`src/rtl/alu_seq_param.sv`:
```
// Sequential, parametrised ALU with a start/busy/done handshake and multi-cycle shifts by N.
// Define ALU_MUL_EN to build the iterative shift-add multiplier (opcode 0100).
module alu_seq_param #(
  parameter int WIDTH = 8
) (
  input  logic             clk,
  input  logic             rst_n,
  input  logic             alu_start,
  input  logic [3:0]       alu_select,
  input  logic [WIDTH-1:0] alu_a_in,
  input  logic [WIDTH-1:0] alu_b_in,
  output logic [WIDTH-1:0] alu_out,
  output logic [WIDTH-1:0] alu_out_hi,
  output logic             alu_carry_out,
  output logic             alu_zero_flag,
  output logic             alu_busy,
  output logic             alu_done
);

  localparam int SHW = $clog2(WIDTH);
  localparam int CW  = $clog2(WIDTH + 1);

  localparam logic [3:0] OP_NOP  = 4'b0000;
  localparam logic [3:0] OP_ADD  = 4'b0001;
  localparam logic [3:0] OP_SUB  = 4'b0010;
  localparam logic [3:0] OP_NOR  = 4'b0011;
  localparam logic [3:0] OP_SHFR = 4'b1011;
  localparam logic [3:0] OP_SHFL = 4'b1100;
  localparam logic [3:0] OP_SHLN = 4'b1101;
  localparam logic [3:0] OP_SHRN = 4'b1110;
`ifdef ALU_MUL_EN
  localparam logic [3:0] OP_MUL  = 4'b0100;
`endif

  typedef enum logic [1:0] {IDLE, RUN, DONE} state_t;

  state_t           state_q, state_d;
  logic             accept;
  logic [SHW-1:0]   shift_n;
  logic             is_shn;
  logic             is_mul;
  logic             go_run;
  logic [WIDTH:0]   sc_res;
  logic             sc_valid;
  logic [WIDTH-1:0] work_q;
  logic [CW-1:0]    cnt_q;
  logic             run_left_q;
  logic [WIDTH-1:0] step_lo;
  logic [WIDTH-1:0] step_hi;
  logic             step_carry;

  assign accept  = alu_start && (state_q != RUN);
  assign shift_n = alu_b_in[SHW-1:0];
  assign is_shn  = (alu_select == OP_SHLN) || (alu_select == OP_SHRN);
`ifdef ALU_MUL_EN
  assign is_mul  = (alu_select == OP_MUL);
`else
  assign is_mul  = 1'b0;
`endif
  assign go_run  = is_mul || (is_shn && (shift_n != '0));

  always_ff @(posedge clk) begin
    if (!rst_n) state_q <= IDLE;
    else        state_q <= state_d;
  end

  always_comb begin
    state_d  = state_q;
    alu_busy = 1'b0;
    alu_done = 1'b0;
    case (state_q)
      IDLE, DONE: begin
        alu_done = (state_q == DONE);
        if (accept) state_d = go_run ? RUN : DONE;
        else        state_d = IDLE;
      end
      RUN: begin
        alu_busy = 1'b1;
        if (cnt_q == CW'(1)) state_d = DONE;
      end
      default: state_d = IDLE;
    endcase
  end

  // Single-cycle result: bit WIDTH is carry/borrow; n=0 shifts pass A through.
  always_comb begin
    sc_res   = '0;
    sc_valid = 1'b1;
    case (alu_select)
      OP_ADD:          sc_res = {1'b0, alu_a_in} + {1'b0, alu_b_in};
      OP_SUB:          sc_res = {1'b0, alu_a_in} - {1'b0, alu_b_in};
      OP_NOR:          sc_res = {1'b0, ~(alu_a_in | alu_b_in)};
      OP_SHFL:         sc_res = {alu_a_in, 1'b0};
      OP_SHFR:         sc_res = {2'b00, alu_a_in[WIDTH-1:1]};
      OP_SHLN, OP_SHRN: sc_res = {1'b0, alu_a_in};
      OP_NOP:          sc_valid = 1'b0;
      default:         sc_valid = 1'b0;
    endcase
  end

`ifdef ALU_MUL_EN
  logic [WIDTH-1:0] hi_q;
  logic [WIDTH-1:0] mcand_q;
  logic [WIDTH-1:0] out_hi_q;
  logic             run_mul_q;
  logic [WIDTH:0]   prod_sum;
  assign prod_sum   = {1'b0, hi_q} + (work_q[0] ? {1'b0, mcand_q} : '0);
  assign alu_out_hi = out_hi_q;
`else
  assign alu_out_hi = '0;
`endif

  // One iteration per RUN cycle; the multiplier keeps {hi, multiplier} as one right-shifting pair.
  always_comb begin
    step_hi = '0;
    if (run_left_q) begin
      step_lo    = {work_q[WIDTH-2:0], 1'b0};
      step_carry = work_q[WIDTH-1];
    end else begin
      step_lo    = {1'b0, work_q[WIDTH-1:1]};
      step_carry = work_q[0];
    end
`ifdef ALU_MUL_EN
    if (run_mul_q) begin
      {step_hi, step_lo} = {prod_sum, work_q[WIDTH-1:1]};
      step_carry         = |step_hi;
    end
`endif
  end

  always_ff @(posedge clk) begin
    if (!rst_n) begin
      work_q        <= '0;
      cnt_q         <= '0;
      run_left_q    <= 1'b0;
      alu_out       <= '0;
      alu_carry_out <= 1'b0;
      alu_zero_flag <= 1'b0;
`ifdef ALU_MUL_EN
      hi_q          <= '0;
      mcand_q       <= '0;
      out_hi_q      <= '0;
      run_mul_q     <= 1'b0;
`endif
    end else if (state_q == RUN) begin
      work_q <= step_lo;
      cnt_q  <= cnt_q - CW'(1);
`ifdef ALU_MUL_EN
      hi_q   <= step_hi;
`endif
      if (cnt_q == CW'(1)) begin
        alu_out       <= step_lo;
        alu_carry_out <= step_carry;
        alu_zero_flag <= ~|{step_carry, step_lo};
`ifdef ALU_MUL_EN
        out_hi_q      <= run_mul_q ? step_hi : '0;
`endif
      end
    end else if (accept) begin
      run_left_q <= (alu_select == OP_SHLN);
      work_q     <= is_mul ? alu_b_in : alu_a_in;
      cnt_q      <= is_mul ? CW'(WIDTH) : CW'(shift_n);
`ifdef ALU_MUL_EN
      run_mul_q  <= is_mul;
      hi_q       <= '0;
      mcand_q    <= alu_a_in;
`endif
      if (!go_run) begin
        alu_out       <= sc_res[WIDTH-1:0];
        alu_carry_out <= sc_res[WIDTH];
        alu_zero_flag <= sc_valid && (sc_res == '0);
`ifdef ALU_MUL_EN
        out_hi_q      <= '0;
`endif
      end
    end
  end

endmodule

```
`config.mk`:
```
export PLATFORM = sky130hd
export DESIGN_NAME = alu_seq_param
export DESIGN_NICKNAME = d
export VERILOG_FILES = /design/src/rtl/alu_seq_param.sv
export SDC_FILE = /design/constraint.sdc
export NUM_CORES = 1
export LEC_CHECK = 0
export ABC_AREA = 1
export CORE_MARGIN = 1
export CORE_UTILIZATION = 40
export DETAILED_ROUTE_END_ITERATION = 6
export PLACE_DENSITY = 0.65
export SLEW_MARGIN = 0
export SYNTH_ARGS = -nofsm -noshare
export SYNTH_HDL_FRONTEND = slang
export SYNTH_SLANG_ARGS = --single-unit
export TNS_END_PERCENT = 20
```
`constraint.sdc`:
```
create_clock -name clk -period 4.7 [get_ports clk]
set_clock_uncertainty 0.05 [all_clocks]
set_input_delay 0.47 -clock clk [delete_from_list [all_inputs] [get_ports clk]]
set_output_delay 0.47 -clock clk [all_outputs]
set_load 0.1 [all_outputs]
```
; ---- Word level (Yosys, flattened, before mapping)
; Index checks and enable logic that the tools add are counted.
[word_totals]
ff_bits = 25
wordCells = 67
[op_classes]
addsub = 3
n_eq_ne = 13
mux = 26
n_bitwise = 3
n_reduce_logical = 15
[op_table]
columns = op, n
row1 = 2-to-1 mux 8 bit, 7
row2 = one-hot mux 9 bit (6 select lines), 1
row3 = "== test 4 bit, second input constant", 4
row4 = 2-to-1 mux 1 bit, 12
row5 = adder 8 x 8 -> 9 bit, 1
row6 = logical NOT 9 bit, 1
row7 = OR reduction 9 bit, 1
row8 = subtractor 8 x 8 -> 9 bit, 1
row9 = "== test 4 x 1 -> 1 bit, second input constant", 2
row10 = "== test 4 x 2 -> 1 bit, second input constant", 2
row11 = 2-to-1 mux 4 bit, 2
row12 = NOT 8 bit, 1
row13 = bitwise OR 8 bit, 1
row14 = OR reduction 7 bit, 1
row15 = 2-to-1 mux 2 bit, 3
row16 = "!= test 2 x 1 -> 1 bit, second input constant", 2
row17 = one-hot mux 2 bit (2 select lines), 1
row18 = OR reduction 2 bit, 2
row19 = "subtractor 4 x 1 -> 4 bit, second input constant", 1
row20 = logical AND 1 bit, 3
row21 = AND reduction 3 bit, 1
row22 = nonzero test 3 bit, 1
row23 = "== test 2 x 1 -> 1 bit, second input constant", 1
row24 = "== test 2 bit, second input constant", 1
row25 = other kinds (7), 7

; ---- Logic depth before layout (Yosys ltp)
; Gate-level depths: netlist (run 1).
[logic_depth]
word_depth = 8
depth_mapped = 18
depth_no_buf = 18

; ---- Worst setup path before layout (run 1)
; Ideal clock, no wire load.
[synth_path]
kind = in2reg
startpoint = in alu_select[1]
endpoint = reg alu_zero_flag
setup_time_ps = 71
arrival_time_ps = 2452
path_slack_ps = 2127
path_stages = 15
path_buffers = 0
path_cell_list = inv_1 nor2_1 nand2_1 inv_1 or2_2 xor2_1 ha_1 or2_2 a21oi_1 nor2_1 nor2_1 nand2_1 nor2_1 nand3_1 a21oi_1
[synth_between]
elab_chain_len = 8
elab_cells_between_ends = 20
classes_between = 8 x eq/ne / 5 x mux / 7 x reduce/logical
[synth_rtl]
columns = element, line_no
row1 = start: declaration, 9  ; input logic [3:0] alu_select,
row2 = == test 4 bit, "54, 89"
row3 = OR reduction 2 bit, 89  ; case (alu_select)
row4 = one-hot mux 9 bit (6 select lines), 89
row5 = logical NOT 9 bit, 171  ; alu_zero_flag <= sc_valid && (sc_res == '0);
row6 = logical AND 1 bit, 171
row7 = 2-to-1 mux 1 bit, 168  ; if (!go_run) begin
row8 = 2-to-1 mux 1 bit, 159  ; end else if (accept) begin
row9 = 2-to-1 mux 1 bit, 145  ; end else if (state_q == RUN) begin
row10 = end signal: assignment, 154  ; alu_zero_flag <= ~|{step_carry, step_lo};
row11 = end signal: assignment, 171
row12 = end: declaration, 15  ; output logic alu_zero_flag,
; Parallel ways exist; a longest one is shown, timed or not. The select of a mux whose other input is x is not followed.
; A chain may end at the register's enable or synchronous reset.

; ---- Worst setup path after layout (run 1)
[layout_path]
startpoint = in alu_select[0]
endpoint = reg alu_zero_flag
; The elaborated chain is that of the path after synthesis.

==> metrics.cfg, run 1 <==
[clocking]
cts_tree = built
clockBufferDepth = 2
cts_inserted_buffers = 3
htreeDepth = 1
path_clk_slew_ps = 90
cts-root-buf = clkbuf_8
cts.sinks = 25
postCtsSetupRepairBufs = 0
clk_latency_ps = 270
cts_resized = 0
cts_hold_buf = 0

[setup_path]
crit_slowest_cell = clkdlybuf4s50_1
critPathBufInv = 2
cp_data_required_time_ps = 4860
r2r.worst_path.cells = 7
cp.depth = 15
worstPathMaxFanout = 7
path_cells = clkdlybuf4s50_1 > nor2_1 > nand2_1 > inv_1 > or2_2 > xor2_1 > ha_1 > or2_2 > a21oi_1 > nor2_1 > nor2_1 > nand2_1 > nor2_1 > nand3_1 > a21oi_1
arrival_ps = 3210
crit_start = alu_select[0]
r2r_slack_ps = 2520
r2r_end = alu_zero_flag
crit_end = alu_zero_flag
reg2reg_from = state_q[0]
end_kind = flop
worstSetupPathType = input port to flop
cp-start-kind = input port
crit_path_frequent_cell = nor2_1
cp_top_family = simple AND/OR/NAND/NOR gates
max_stage_delay_ps = 580

[synthesis]
synth_cell_types = 34
synth_largest_area_cell = dfxtp_1
yosys_warnings = 0
yosys-top-cells-count = nand2_1, inv_1, nor2_1
syn_area_per_cell_um2 = 5.78
async_flop_share_pct = 0
ys_top_cells_by_area = dfxtp_1, nand2_1, inv_1, o21ai_0, nor2_1
synth_top_area_share_pct = 21.6
yosysSeqAreaShare_pct = 21.6
synth_edf_count = 0
synth_ff_type = dfxtp_1
synthCells = 400
yosysMostFrequentCell = nand2_1
synth_seq_cells = 25
synth_area_mm2 = 0.00231

[timing]
hold_viol_final = 0
slew_viol_final = 0
worst_pin_slew_ps = 967
fin_tns_setup_ps = 0
grt_setup_unrepaired = no
fmax_mhz = 327
min_period_ps = 3050
slew_headroom_pct = 35.3
fin_crit_sh_pct = 65.0
setup_viol = 0

[finish]
multi_input_area_mm2 = 0.00150
regArea_um2 = 500
fin_nets = 469
fillers = 623
syn2layout_area_growth_pct = 17.8
final_area_mm2 = 0.00273
n_antenna_cell = 0
fin_util_pct = 49.2
drive_gt1_share_pct = 3.48

[drt]
route.vias.total = 2518
drc = 0
wl_mm = 6.23
antenna_left = 0
dr.pass1.iters = 4
viasPerCell = 5.01
drt_iter0_drc = 206
wl_per_cell_um = 12.4

[run_status]
status = finished, final reports clean

[global_routing]
grt_pass1_wl_mm = 10.5
grt_busiest_layer = met2
grt_util_met1_pct = 29.5
grt_pass1_vias = 2266
grt_usage_pct = 21.3
grt_util_met2_pct = 34.6
antenna_found_initial = 0
gr-total-overflow = 0
grt_use_met3_pct = 3.26
grt_max_degree = 20

[place]
place_area_mm2 = 0.00268
place_congestion = 0.931
post-dp-hpwl_mm = 4.95
io_buffer_count = 34

[floorplanning]
start_util_pct = 41.8
core_area_mm2 = 0.00554
fp.dieH_um = 78.1
die_area_mm2 = 0.00609
fp-row-count = 27
io_pins = 43
die_x_um = 78.1

[power_and_ir_drop]
leakagePower_nw = 1.37
powerDensity_mw_per_mm2 = 242
vdd_drop_max_mv = 0.105

[flow_run]
maxCapViolations = 0

[hold_path]
hold_path_class = flop to flop

-- worst min-delay path by stage --
stage,startpoint,end,cells after the start
5_1_grt,alu_out[1],alu_out[1],2
3_3_place_gp,cnt_q[3],cnt_q[3],2
4_1_cts,cnt_q[3],cnt_q[3],2
2_1_floorplan,cnt_q[3],cnt_q[3],2
3_5_place_dp,alu_out[2],alu_out[2],2
6_report,alu_out[2],alu_out[2],2
-- kinds of logic (layout without fill, tap and decap cells) --
group | Yosys count | in the layout | synth area share (%)
fa+ha+maj | 14 | 14 | 7.90
buf+inv | 80 | 104 | 14.5
flops | 25 | 25 | 21.6
compound gates | 73 | 73 | 17.2
xor+xnor | 5 | 5 | 1.89
other cells | 1 | 8 | 0.162
simple gates | 202 | 202 | 36.7
-- flip-flops by register name, indices dropped and copies added (netlist names) --
register / count
run_left_q: 1
work_q: 8
cnt_q: 4
alu_out: 8
state_q: 2
alu_carry_out: 1
alu_zero_flag: 1
-- layout by cell type (no fill, tap or decap), drive strengths merged --
cell,count
nand2,105
inv,65
nor2,55
o21ai,42
clkdlybuf4s50,34
nand3,28
dfxtp,25
a21oi,14
ha,13
conb,8
a31oi,6
xor2,5
o22ai,5
or2,4
clkbuf,4
nand4,3
nor3,2
nand3b,2
and3,2
a211oi,2
a41oi,1
clkinv,1
o221ai,1
a31o,1
nor4,1
o21a,1
fa,1
-- tightest hold or removal path, cell delays in order (launching register included) --
cell,delay (ps)
dfxtp_1,320
nand2_1,60
a21oi_1,50
-- report_power, final --
part | switching (mW) | internal, mW
combinational | 0.209 | 0.0875
sequential | 0.00822 | 0.226
clock | 0.0675 | 0.0607
total | 0.285 | 0.374
-- through the flow --
stage	power [mW]	hold WS, ps	instances	setup WS, ps
4_1_cts	0.660	423	503	1650
6_report	0.659	422	503	1650
2_1_floorplan	0.462	394	407	2130
5_1_grt	0.702	440	503	1390
3_5_place_dp	0.534	411	499	1370
3_3_place_gp	0.532	406	499	1410
-- routing by layer --
metal  vias up  wire [um]
li1       1329          -
met1      1112       3070
met2        69       2740
met3         8        344
met4         0         67
met5         -          0
-- cell type report --
type | instances | area share (%)
inverter | 66 | 9.09
sequential | 25 | 18.4
multi-input combinational | 302 | 55.1
clock buffer | 4 | 1.65
timing repair buffer | 34 | 12.5
tap | 72 | 3.30
No activity file was read; power rests on OpenSTA's default activity.
==> run 2, diff against run 1 <==
PLACE_DENSITY = 0.67   (was 0.65)
clock period = 2.65 ns   (was 4.7 ns; I/O delays follow)
==> run 2 against run 1 <==
Flip-flop and latch count did not move; critical endpoint unchanged; worst setup slack got worse by 1500 ps; core utilization rose by 4.0 points; routed wire length rose by 3.8%; critical path type unchanged; clock power rose by 83%; critical path depth fell by 1; first-iteration DRC count rose by 13%; sequential power rose by 78%; cell count rose by 5.6%; count of clock-buffer cells in the layout did not move.
==> metrics.cfg, run 2 (synthesis results as in run 1) <==
[drt]
met3_length_um = 329  ; was 344 um
dr.pass1.iters = 4  ; unchanged
wl_mm = 6.47  ; was 6.23 mm
drt_iter0_drc = 232  ; was 206
highest_layer = met4  ; unchanged
drc = 0  ; unchanged
viasPerCell = 5.00  ; was 5.01
wl_met1_mm = 3.03  ; was 3.07 mm
wl_per_cell_um = 12.2  ; was 12.4 um
wl_met2_mm = 3.03  ; was 2.74 mm
route.vias.total = 2657  ; was 2,518
antenna_left = 0  ; unchanged

[timing]
fin_tns_setup_ps = 0  ; unchanged
slew_viol_final = 0  ; unchanged
grt_setup_unrepaired = yes  ; was no
min_period_ps = 2530
fin_crit_sh_pct = 95.4
hold_viol_final = 0  ; unchanged
fmax_mhz = 396
setup_viol = 0  ; unchanged

[clocking]
cts-root-buf = clkbuf_8  ; unchanged
cts_inserted_buffers = 3  ; unchanged
clockBufferDepth = 2  ; unchanged
cts_tree = built  ; unchanged
cts_hold_buf = 0  ; unchanged
htreeDepth = 1  ; unchanged
clk_latency_ps = 280  ; was 270 ps
path_clk_slew_ps = 90  ; about the same
cts.sinks = 25  ; unchanged

[setup_path]
crit_path_frequent_cell = ha_1  ; was nor2_1
worstPathMaxFanout = 4  ; was 7
arrival_ps = 2700  ; was 3210 ps
reg2reg_from = state_q[0]  ; unchanged
r2r_end = work_q[0]  ; was alu_zero_flag
r2r_slack_ps = 790  ; was 2520 ps
end_kind = flop  ; unchanged
path_cells = clkdlybuf4s50_1 > inv_1 > ha_1 > ha_1 > o21ai_1 > ha_1 > or2_2 > nand2_1 > o21ai_0 > nor2_1 > nand3_1 > nor2_2 > nand3_1 > a21oi_2  ; was clkdlybuf4s50_1 > nor2_1 > nand2_1 > inv_1 > or2_2 > xor2_1 > ha_1 > or2_2 > a21oi_1 > nor2_1 > nor2_1 > nand2_1 > nor2_1 > nand3_1 > a21oi_1
r2r.worst_path.cells = 8  ; was 7
worstSetupPathType = input port to flop  ; unchanged
crit_slowest_cell = clkdlybuf4s50_1  ; unchanged
cp_data_required_time_ps = 2820  ; was 4860 ps
max_stage_delay_ps = 470  ; was 580 ps
critPathBufInv = 2  ; unchanged
cp_top_family = simple AND/OR/NAND/NOR gates  ; unchanged
cp-start-kind = input port  ; unchanged

[place]
post-dp-hpwl_mm = 5.26  ; was 4.95 mm
io_buffer_count = 34  ; unchanged
place_congestion = 0.900  ; was 0.931

[run_status]
status = finished, final reports clean  ; unchanged

[finish]
layout_commonest_cell = nand2_1  ; unchanged
multi_input_area_mm2 = 0.00154  ; was 0.00150 mm^2
syn2layout_area_growth_pct = 27.5  ; was 17.8%
regArea_um2 = 500  ; unchanged
n_antenna_cell = 0  ; unchanged
drive_gt1_share_pct = 13.7  ; was 3.48%
fin_nets = 497  ; was 469
fillers = 601  ; was 623
top_regs = alu_out: 8 flops, work_q: 8 flops, cnt_q: 4 flops  ; unchanged
mostFrequentLayoutCells = nand2_1, inv_1, nor2_1, buf_4, o21ai_0  ; was nand2_1, inv_1, nor2_1, o21ai_0, clkdlybuf4s50_1

[hold_path]
hold_path_depth = 2  ; unchanged
hold_path_class = flop to flop  ; unchanged
hold_end = alu_out[2]  ; unchanged
hp-start = alu_out[2]  ; unchanged

[power_and_ir_drop]
vdd_drop_max_mv = 0.205  ; was 0.105 mV
clock_power_share_pct = 19.1  ; was 19.5%
pwr-share-seq_pct = 33.9  ; was 35.6%
p_sw_share_pct = 43.0  ; was 43.2%
combPwrFrac_pct = 47.0  ; was 45.0%
powerDensity_mw_per_mm2 = 417  ; was 242 mW/mm^2
leakagePower_nw = 1.55  ; was 1.37 nW
p_int_mw = 0.700  ; was 0.374 mW
p_total_mw = 1.23  ; was 0.659 mW
switchingPower_mw = 0.529  ; was 0.285 mW

[floorplanning]
fp.dieH_um = 78.1  ; unchanged
core_area_mm2 = 0.00554  ; unchanged
start_util_pct = 41.8  ; unchanged
die_area_mm2 = 0.00609  ; unchanged
io_pins = 43  ; unchanged
fp-row-count = 27  ; unchanged
die_x_um = 78.1  ; unchanged

[global_routing]
grt_usage_pct = 22.1  ; was 21.3%
gr-total-overflow = 0  ; unchanged
antenna_found_initial = 0  ; unchanged
grt_max_degree = 18  ; was 20
grt_pass1_wl_mm = 10.9  ; was 10.5 mm
grt_pass1_vias = 2417  ; was 2,266

[flow_run]
maxCapViolations = 0  ; unchanged

run 2: changes by cell type in the layout (fill, tap and decap cells not counted), moves of 4 or more:
| cell | before | now |
|---|---|---|
| o21ai_1 | 1 | 6 |
| clkdlybuf4s50_1 | 34 | 20 |
| o21ai_0 | 41 | 36 |
| buf_4 | 0 | 40 |
| a21oi_2 | 0 | 4 |
| a21oi_1 | 14 | 10 |
run 2: what timing repair did:
action	CTS	global route
setup buffers	0	0
cloned	0	0
setup endpoints to repair	2	8
pin swaps	2	2
gates resized for setup	1	14
run 2: worst max path at each step:
stage | cells past startpoint | slack [ps] | from | to
after floorplan | 15 | 280 | alu_select[1] | alu_zero_flag
after global placement | 14 | -270 | alu_b_in[0] | alu_zero_flag
after detailed placement | 14 | -310 | alu_b_in[0] | alu_zero_flag
after CTS | 14 | 20 | alu_b_in[0] | alu_zero_flag
after global routing | 16 | -100 | alu_select[1] | alu_zero_flag
final | 14 | 120 | alu_b_in[1] | alu_zero_flag
run 2: power groups by stage:
| stage | sequential [mW] | clock [mW] | combinational (mW) |
|---|---|---|---|
| after detailed placement | 0.425 | 0 | 0.560 |
| after CTS | 0.416 | 0.237 | 0.563 |
| final | 0.417 | 0.234 | 0.577 |
| after global routing | 0.420 | 0.247 | 0.634 |
| after global placement | 0.424 | 0 | 0.555 |
| after floorplan | 0.510 | 0 | 0.310 |
run 2: tightest hold or removal path, delay by kind of cell (launching register included):
kind            cells  cell delay [ps]
simple gates        1               60
compound gates      1               50
flops               1              320
run 2: final cells by class:
| cell class | instances | share of cell area (%) |
|---|---|---|
| Multi-Input combinational cell | 302 | 52.2 |
| Sequential cell | 25 | 17.0 |
| Inverter | 66 | 8.40 |
| Clock buffer | 4 | 1.53 |
| Tap cell | 72 | 3.05 |
| Timing Repair Buffer | 62 | 17.8 |
run 2: metrics by stage:
step                util [%]  cell area [um^2]  setup WS, ps  cells  hold slack, ps
floorplan                  -              2340           282    407             363
global placement        51.6              2860          -270    527             401
detailed placement      51.6              2860          -308    527             410
CTS                     52.5              2910          17.1    531             424
global route            53.2              2950         -96.3    531             444
finish                  53.2              2950           122    531             419
run 2: per-layer routing:
layer / vias up / GRT usage [%]
met5: - / 0
met4: 0 / 3.33
met3: 11 / 2.67
met2: 74 / 38.4
met1: 1192 / 29.6
li1: 1380 / -
==> run 3, diff against run 2 <==
PLACE_DENSITY = 0.65   (was 0.67)
clock period = 2.5 ns   (was 2.65 ns; I/O delays follow)
==> run 3 against run 2 <==
First-iteration DRC count fell by 24%; core utilization rose by 2.2 points; count of clock-buffer cells in the layout did not move.
==> metrics.cfg, run 3 (synthesis results as in run 1) <==
[place]
post-dp-hpwl_mm = 5.24  ; was 5.26 mm
place_congestion = 0.905  ; was 0.900
dp_cells = 534  ; was 527
place_area_mm2 = 0.00291  ; was 0.00286 mm^2
io_buffer_count = 34  ; unchanged

[setup_path]
max_stage_delay_ps = 300  ; was 470 ps
path_cells = dlygate4sd2_1 > inv_1 > ha_2 > ha_1 > o21ai_1 > ha_1 > or2_2 > nand2_1 > o21ai_0 > nor2_1 > buf_4 > nor2_1 > o21ai_1 > a21oi_1  ; was clkdlybuf4s50_1 > inv_1 > ha_1 > ha_1 > o21ai_1 > ha_1 > or2_2 > nand2_1 > o21ai_0 > nor2_1 > nand3_1 > nor2_2 > nand3_1 > a21oi_2
worstPathMaxFanout = 4  ; unchanged
crit_end = alu_out[2]  ; was alu_zero_flag
r2r_slack_ps = 660  ; was 790 ps
worstSetupPathType = input port to flop  ; unchanged
cp-start-kind = input port  ; unchanged
end_kind = flop  ; unchanged
arrival_ps = 2440  ; was 2700 ps
crit_slowest_cell = or2_2  ; was clkdlybuf4s50_1
crit_start = alu_b_in[0]  ; was alu_b_in[1]
r2r.worst_path.cells = 8  ; unchanged
cp_data_required_time_ps = 2610  ; was 2820 ps
reg2reg_from = state_q[0]  ; unchanged
r2r_end = work_q[0]  ; unchanged

[timing]
worst_pin_slew_ps = 553
fmax_mhz = 428
min_period_ps = 2330
slew_viol_final = 0  ; unchanged
fin_crit_sh_pct = 93.4
grt_setup_unrepaired = no  ; was yes
hold_viol_final = 0  ; unchanged
setup_viol = 0  ; unchanged
holdWs_ps = 342  ; was 419 ps
slew_headroom_pct = 63.0

[drt]
route.vias.total = 2672  ; was 2,657
viasPerCell = 4.95  ; was 5.00
dr.pass1.iters = 5  ; was 4
drt_iter0_drc = 177  ; was 232
wl_mm = 6.58  ; was 6.47 mm
wl_per_cell_um = 12.2  ; about the same
antenna_left = 0  ; unchanged
drc = 0  ; unchanged

[global_routing]
gr-total-overflow = 0  ; unchanged
antenna_found_initial = 0  ; unchanged
grt_max_degree = 18  ; unchanged
grt_pass1_vias = 2405  ; was 2,417
grt_pass1_wl_mm = 11.0  ; was 10.9 mm
grt_usage_pct = 22.6  ; was 22.1%

[flow_run]
maxCapViolations = 0  ; unchanged

[floorplanning]
die_area_mm2 = 0.00609  ; unchanged
io_pins = 43  ; unchanged
start_util_pct = 41.8  ; unchanged
die_x_um = 78.1  ; unchanged
fp.dieH_um = 78.1  ; unchanged
core_area_mm2 = 0.00554  ; unchanged
fp-row-count = 27  ; unchanged

[clocking]
cts.sinks = 25  ; unchanged
clockBufferDepth = 2  ; unchanged
path_clk_slew_ps = 80  ; was 90 ps
htreeDepth = 1  ; unchanged
cts-root-buf = clkbuf_8  ; unchanged
clk_latency_ps = 270  ; was 280 ps
cts_inserted_buffers = 3  ; unchanged
cts_hold_buf = 0  ; unchanged
cts_tree = built  ; unchanged

[power_and_ir_drop]
vdd_drop_max_mv = 0.243  ; was 0.205 mV
p_total_mw = 1.32  ; was 1.23 mW
powerDensity_mw_per_mm2 = 430  ; was 417 mW/mm^2
leakagePower_nw = 1.63  ; was 1.55 nW

[finish]
fin_nets = 506  ; was 497
drive_gt1_share_pct = 17.1  ; was 13.7%
top_regs = alu_out: 8 flops, work_q: 8 flops, cnt_q: 4 flops  ; unchanged
fillers = 571  ; was 601
syn2layout_area_growth_pct = 32.8  ; was 27.5%
n_antenna_cell = 0  ; unchanged
mostFrequentLayoutCells = nand2_1, inv_1, nor2_1, buf_4, o21ai_0  ; unchanged
layout_commonest_cell = nand2_1  ; unchanged
multi_input_area_mm2 = 0.00158  ; was 0.00154 mm^2
regArea_um2 = 500  ; unchanged
fin_cells = 540  ; was 531
final_area_mm2 = 0.00307  ; was 0.00295 mm^2

[hold_path]
hold_path_depth = 4  ; was 2
hold_path_class = input port to flop  ; was flop to flop

[run_status]
status = finished, final reports clean  ; unchanged

## run 3: worst max-delay path, delay by kind of cell
family,cells,cell delay (ps)
AND/OR/NAND/NOR,4,520
adder cells (fa/ha/maj),3,720
buffers and inverters,3,440
AO/OA/AOI/OAI,4,500
## run 3: timing repair
item / in CTS / in global routing
pin swaps: 6 / 15
setup buffers: 0 / 2
setup endpoints to repair: 3 / 8
endpoints found under the hold margin: 0 / 0
gates resized for setup: 11 / 19
## run 3: metal layers
layer	GRT usage, %	vias to the layer above	wire length, um
li1	-	1399	-
met1	31.0	1185	3120
met2	36.3	76	3020
met3	3.95	12	333
met4	6.11	0	113
met5	0	-	0
## run 3: where the power goes
group / total, mW / internal [mW] / switching (mW)
Combinational: 0.637 / 0.220 / 0.417
Clock: 0.242 / 0.114 / 0.128
Sequential: 0.441 / 0.425 / 0.0158
Total: 1.32 / 0.759 / 0.561
## run 3: through the flow
step	setup slack [ps]	setup TNS (ps)	utilization, %
after detailed placement	-434	-2730	52.6
final	165	0	55.4
after global placement	-405	-2420	52.6
after floorplan	147	0	-
after CTS	-2.65	-2.65	53.6
after global routing	18.3	0	55.4
## run 3: worst min path at each step
| stage | from | end | slack [ps] |
|---|---|---|---|
| 2_1_floorplan | alu_b_in[2] | cnt_q[2] | 350 |
| 3_3_place_gp | cnt_q[3] | cnt_q[3] | 400 |
| 3_5_place_dp | cnt_q[3] | cnt_q[3] | 410 |
| 4_1_cts | cnt_q[3] | cnt_q[3] | 420 |
| 5_1_grt | alu_b_in[2] | cnt_q[2] | 360 |
| 6_report | alu_b_in[2] | cnt_q[2] | 340 |
## run 3: cell type report
| cell class | count | area share, % |
|---|---|---|
| flip-flops and latches | 25 | 16.3 |
| inverters | 66 | 8.07 |
| well taps | 72 | 2.93 |
| multi-input cells | 302 | 51.4 |
| clock buffers | 4 | 1.47 |
| repair buffers | 71 | 19.8 |
==> patch, RTL diff (flow settings as in run 3) <==
Change the parameter `WIDTH` from 8 to 16.
--- a/src/rtl/alu_seq_param.sv
+++ b/src/rtl/alu_seq_param.sv
@@ -1,7 +1,7 @@
 // Sequential, parametrised ALU with a start/busy/done handshake and multi-cycle shifts by N.
 // Define ALU_MUL_EN to build the iterative shift-add multiplier (opcode 0100).
 module alu_seq_param #(
-  parameter int WIDTH = 8
+  parameter int WIDTH = 16
 ) (
   input  logic             clk,
   input  logic             rst_n,
Interface: changed (resized alu_a_in, alu_b_in, alu_out and alu_out_hi); port bits go from 43 to 75. The function was not compared with the original's and may differ.
==> patch against run 3 <==
The flow now finishes with violations (setup timing); cell count is 94% higher; routed wire length up 120%; total power increased by 100%; fmax shrank 15%; sequential cell count is 17 higher; setup slack got worse by 0.42 ns; cell area rose by 100%; sequential share of layout area decreased by 2.8 points; area after synthesis increased by 88%; critical path type unchanged.
==> patch: results (changes against run 3) <==
{
  "detailed_routing": {
    "routed_wire_length_per_instance": {"value": 14.0, "unit": "µm", "change": "was 12.2 µm"},
    "detailedRoute.firstPassIterationCount": {"value": 5, "change": "unchanged"}
  },
  "final_layout": {
    "top_regs": {"value": "alu_out (16), work_q (16), cnt_q (5)", "change": "was alu_out (8), work_q (8), cnt_q (4)"},
    "design.final.nets": {"value": 972, "change": "was 506"},
    "antenna_cells": {"value": 0, "change": "unchanged"},
    "drive_gt1_share": {"value": 27.4, "unit": "%", "change": "was 17.1%"}
  },
  "worst_setup_path": {
    "worst_setup_path_startpoint": {"value": "alu_b_in[3]", "change": "was alu_b_in[0]"},
    "worst-path-max-fanout": {"value": 3, "change": "was 4"},
    "rrSetupSlack": {"value": 0.44, "unit": "ns", "change": "was 0.66 ns"}
  },
  "place": {
    "port_buffers": {"value": 58, "change": "was 34"},
    "postPlaceCellArea": {"value": 5630, "unit": "µm²", "change": "was 2910 µm²"},
    "dp.final_hpwl": {"value": 11500, "unit": "µm", "change": "was 5240 µm"},
    "gp_weighted_congestion": {"value": 0.904, "change": "was 0.905"}
  },
  "sta": {
    "finalSetupViolations": {"value": 10, "change": "was 0"},
    "fin_ws": {"value": -0.251, "unit": "ns", "change": "was 0.165 ns"},
    "holdWs": {"value": 0.412, "unit": "ns", "change": "was 0.342 ns"},
    "worstMarginPinSlew": {"value": 0.840, "unit": "ns", "change": "was 0.553 ns"},
    "timing.setup.tns": {"value": -1.04, "unit": "ns", "change": "was 0 ns"}
  },
  "status": {
    "run_status": {"value": "finished with violations", "change": "was complete, no violations"},
    "violations": "setup timing"
  },
  "yosys": {
    "seq_area_frac_synth": {"value": 19.3, "unit": "%", "change": "was 21.6%"},
    "synth_common_cells": {"value": "189 x nand2_1, 131 x inv_1, 79 x nor2_1", "change": "was 102 x nand2_1, 64 x inv_1, 52 x nor2_1"},
    "yosys-top-cells-area": {"value": "dfxtp_1 19%, nand2_1 16%, inv_1 11%, o21ai_0 7.6%, nor2_1 6.8%", "change": "was dfxtp_1 22%, nand2_1 17%, inv_1 10%, o21ai_0 8.9%, nor2_1 8.4%"},
    "synth-warning-count": {"value": 0, "change": "unchanged"}
  },
  "grt": {
    "grt_start_max_net_pins": {"value": 27, "change": "was 18"},
    "grt_pass1_wl": {"value": 24200, "unit": "µm", "change": "was 11,000 µm"},
    "grt_use_total": {"value": 26.5, "unit": "%", "change": "was 22.6%"},
    "number_of_global_route_vias_before_repair": {"value": 5204, "change": "was 2,405"}
  },
  "cts": {
    "numCtsBuffers": {"value": 5, "change": "was 3"},
    "cts_htree_levels": {"value": 2, "change": "was 1"},
    "insertion_delay": {"value": 0.30, "unit": "ns", "change": "was 0.27 ns"}
  },
  "pwr": {
    "pleak": {"value": 3.20, "unit": "nW", "change": "was 1.63 nW"},
    "ir_drop": {"value": 0.303, "unit": "mV", "change": "was 0.243 mV"}
  },
  "hold_path": {
    "min-delay-start": {"value": "alu_b_in[3]", "change": "was alu_b_in[2]"}
  }
}
[patch: what timing repair did]
action | 4_1_cts | 5_1_grt
endpoints found under the setup margin | 16 | 16
pin swaps | 53 | 29
setup buffers | 14 | 4
gates resized for setup | 103 | 26
[patch: report_power, final]
part	leakage, nW	switching [mW]	internal (mW)	total [mW]
Clock	0.0575	0.234	0.279	0.513
Combinational	2.79	0.916	0.513	1.43
Sequential	0.346	0.0300	0.718	0.748
Total	3.20	1.18	1.51	2.69
[patch: path summary, 6_finish.rpt]
path                            depth (start not counted)             to
worst max-delay path                                   20  alu_zero_flag
worst min-delay path                                    3       cnt_q[3]
worst max register to register                         11  alu_zero_flag
worst min register to register                          2       cnt_q[4]
[patch: layer usage]
| metal | vias up | routed length, µm | track usage, % |
|---|---|---|---|
| met2 | 200 | 6990 | 47.8 |
| met4 | 0 | 476 | 8.33 |
| met1 | 2421 | 6420 | 32.9 |
| met5 | - | 0 | 0 |
| met3 | 37 | 765 | 2.51 |
| li1 | 2709 | - | - |
[patch: worst max-delay path: stages]
cell and delay (ns):
clkdlybuf4s15_1 0.26, nor3_2 0.26, nand3_2 0.13, nor2_4 0.16, nand3_2 0.09, nand2_2 0.10, buf_4 0.11, buf_4 0.09
o21ai_1 0.08, xor2_1 0.17, ha_1 0.34, a21oi_1 0.13, o21ai_1 0.10, a21oi_2 0.14, nand3_1 0.09, nand2_1 0.08
o21ai_2 0.07, nor2_1 0.11, nand2_1 0.07, a21oi_2 0.11
[patch: through the flow]
step	std cells	setup slack, ns
6_report	1049	-0.251
5_1_grt	1049	-0.506
4_1_cts	1045	-0.314
3_5_place_dp	1024	-1.16
3_3_place_gp	1024	-1.10
2_1_floorplan	773	-0.104
[patch: logic make-up (layout without fill, tap and decap cells)]
kind of cell	Yosys count	count (layout)	synth area share (%)
DFF	42	42	19.3
adders and majority gates	21	21	6.20
AOI/OAI and AO/OA	144	144	19.1
and+or+nand+nor	356	356	34.7
buffers and inverters	178	318	17.4
xor gates and xnor gates	16	16	3.22
other	1	16	0.0861
[patch: layout make-up]
cell class | instances | area (µm²) | share of cell area [%]
Multi-Input combinational cell | 553 | 3180 | 51.0
Timing Repair Buffer | 170 | 1410 | 22.5
Sequential cell | 42 | 841 | 13.5
Inverter | 140 | 528 | 8.46
Tap cell | 136 | 170 | 2.73
Clock buffer | 8 | 110 | 1.76
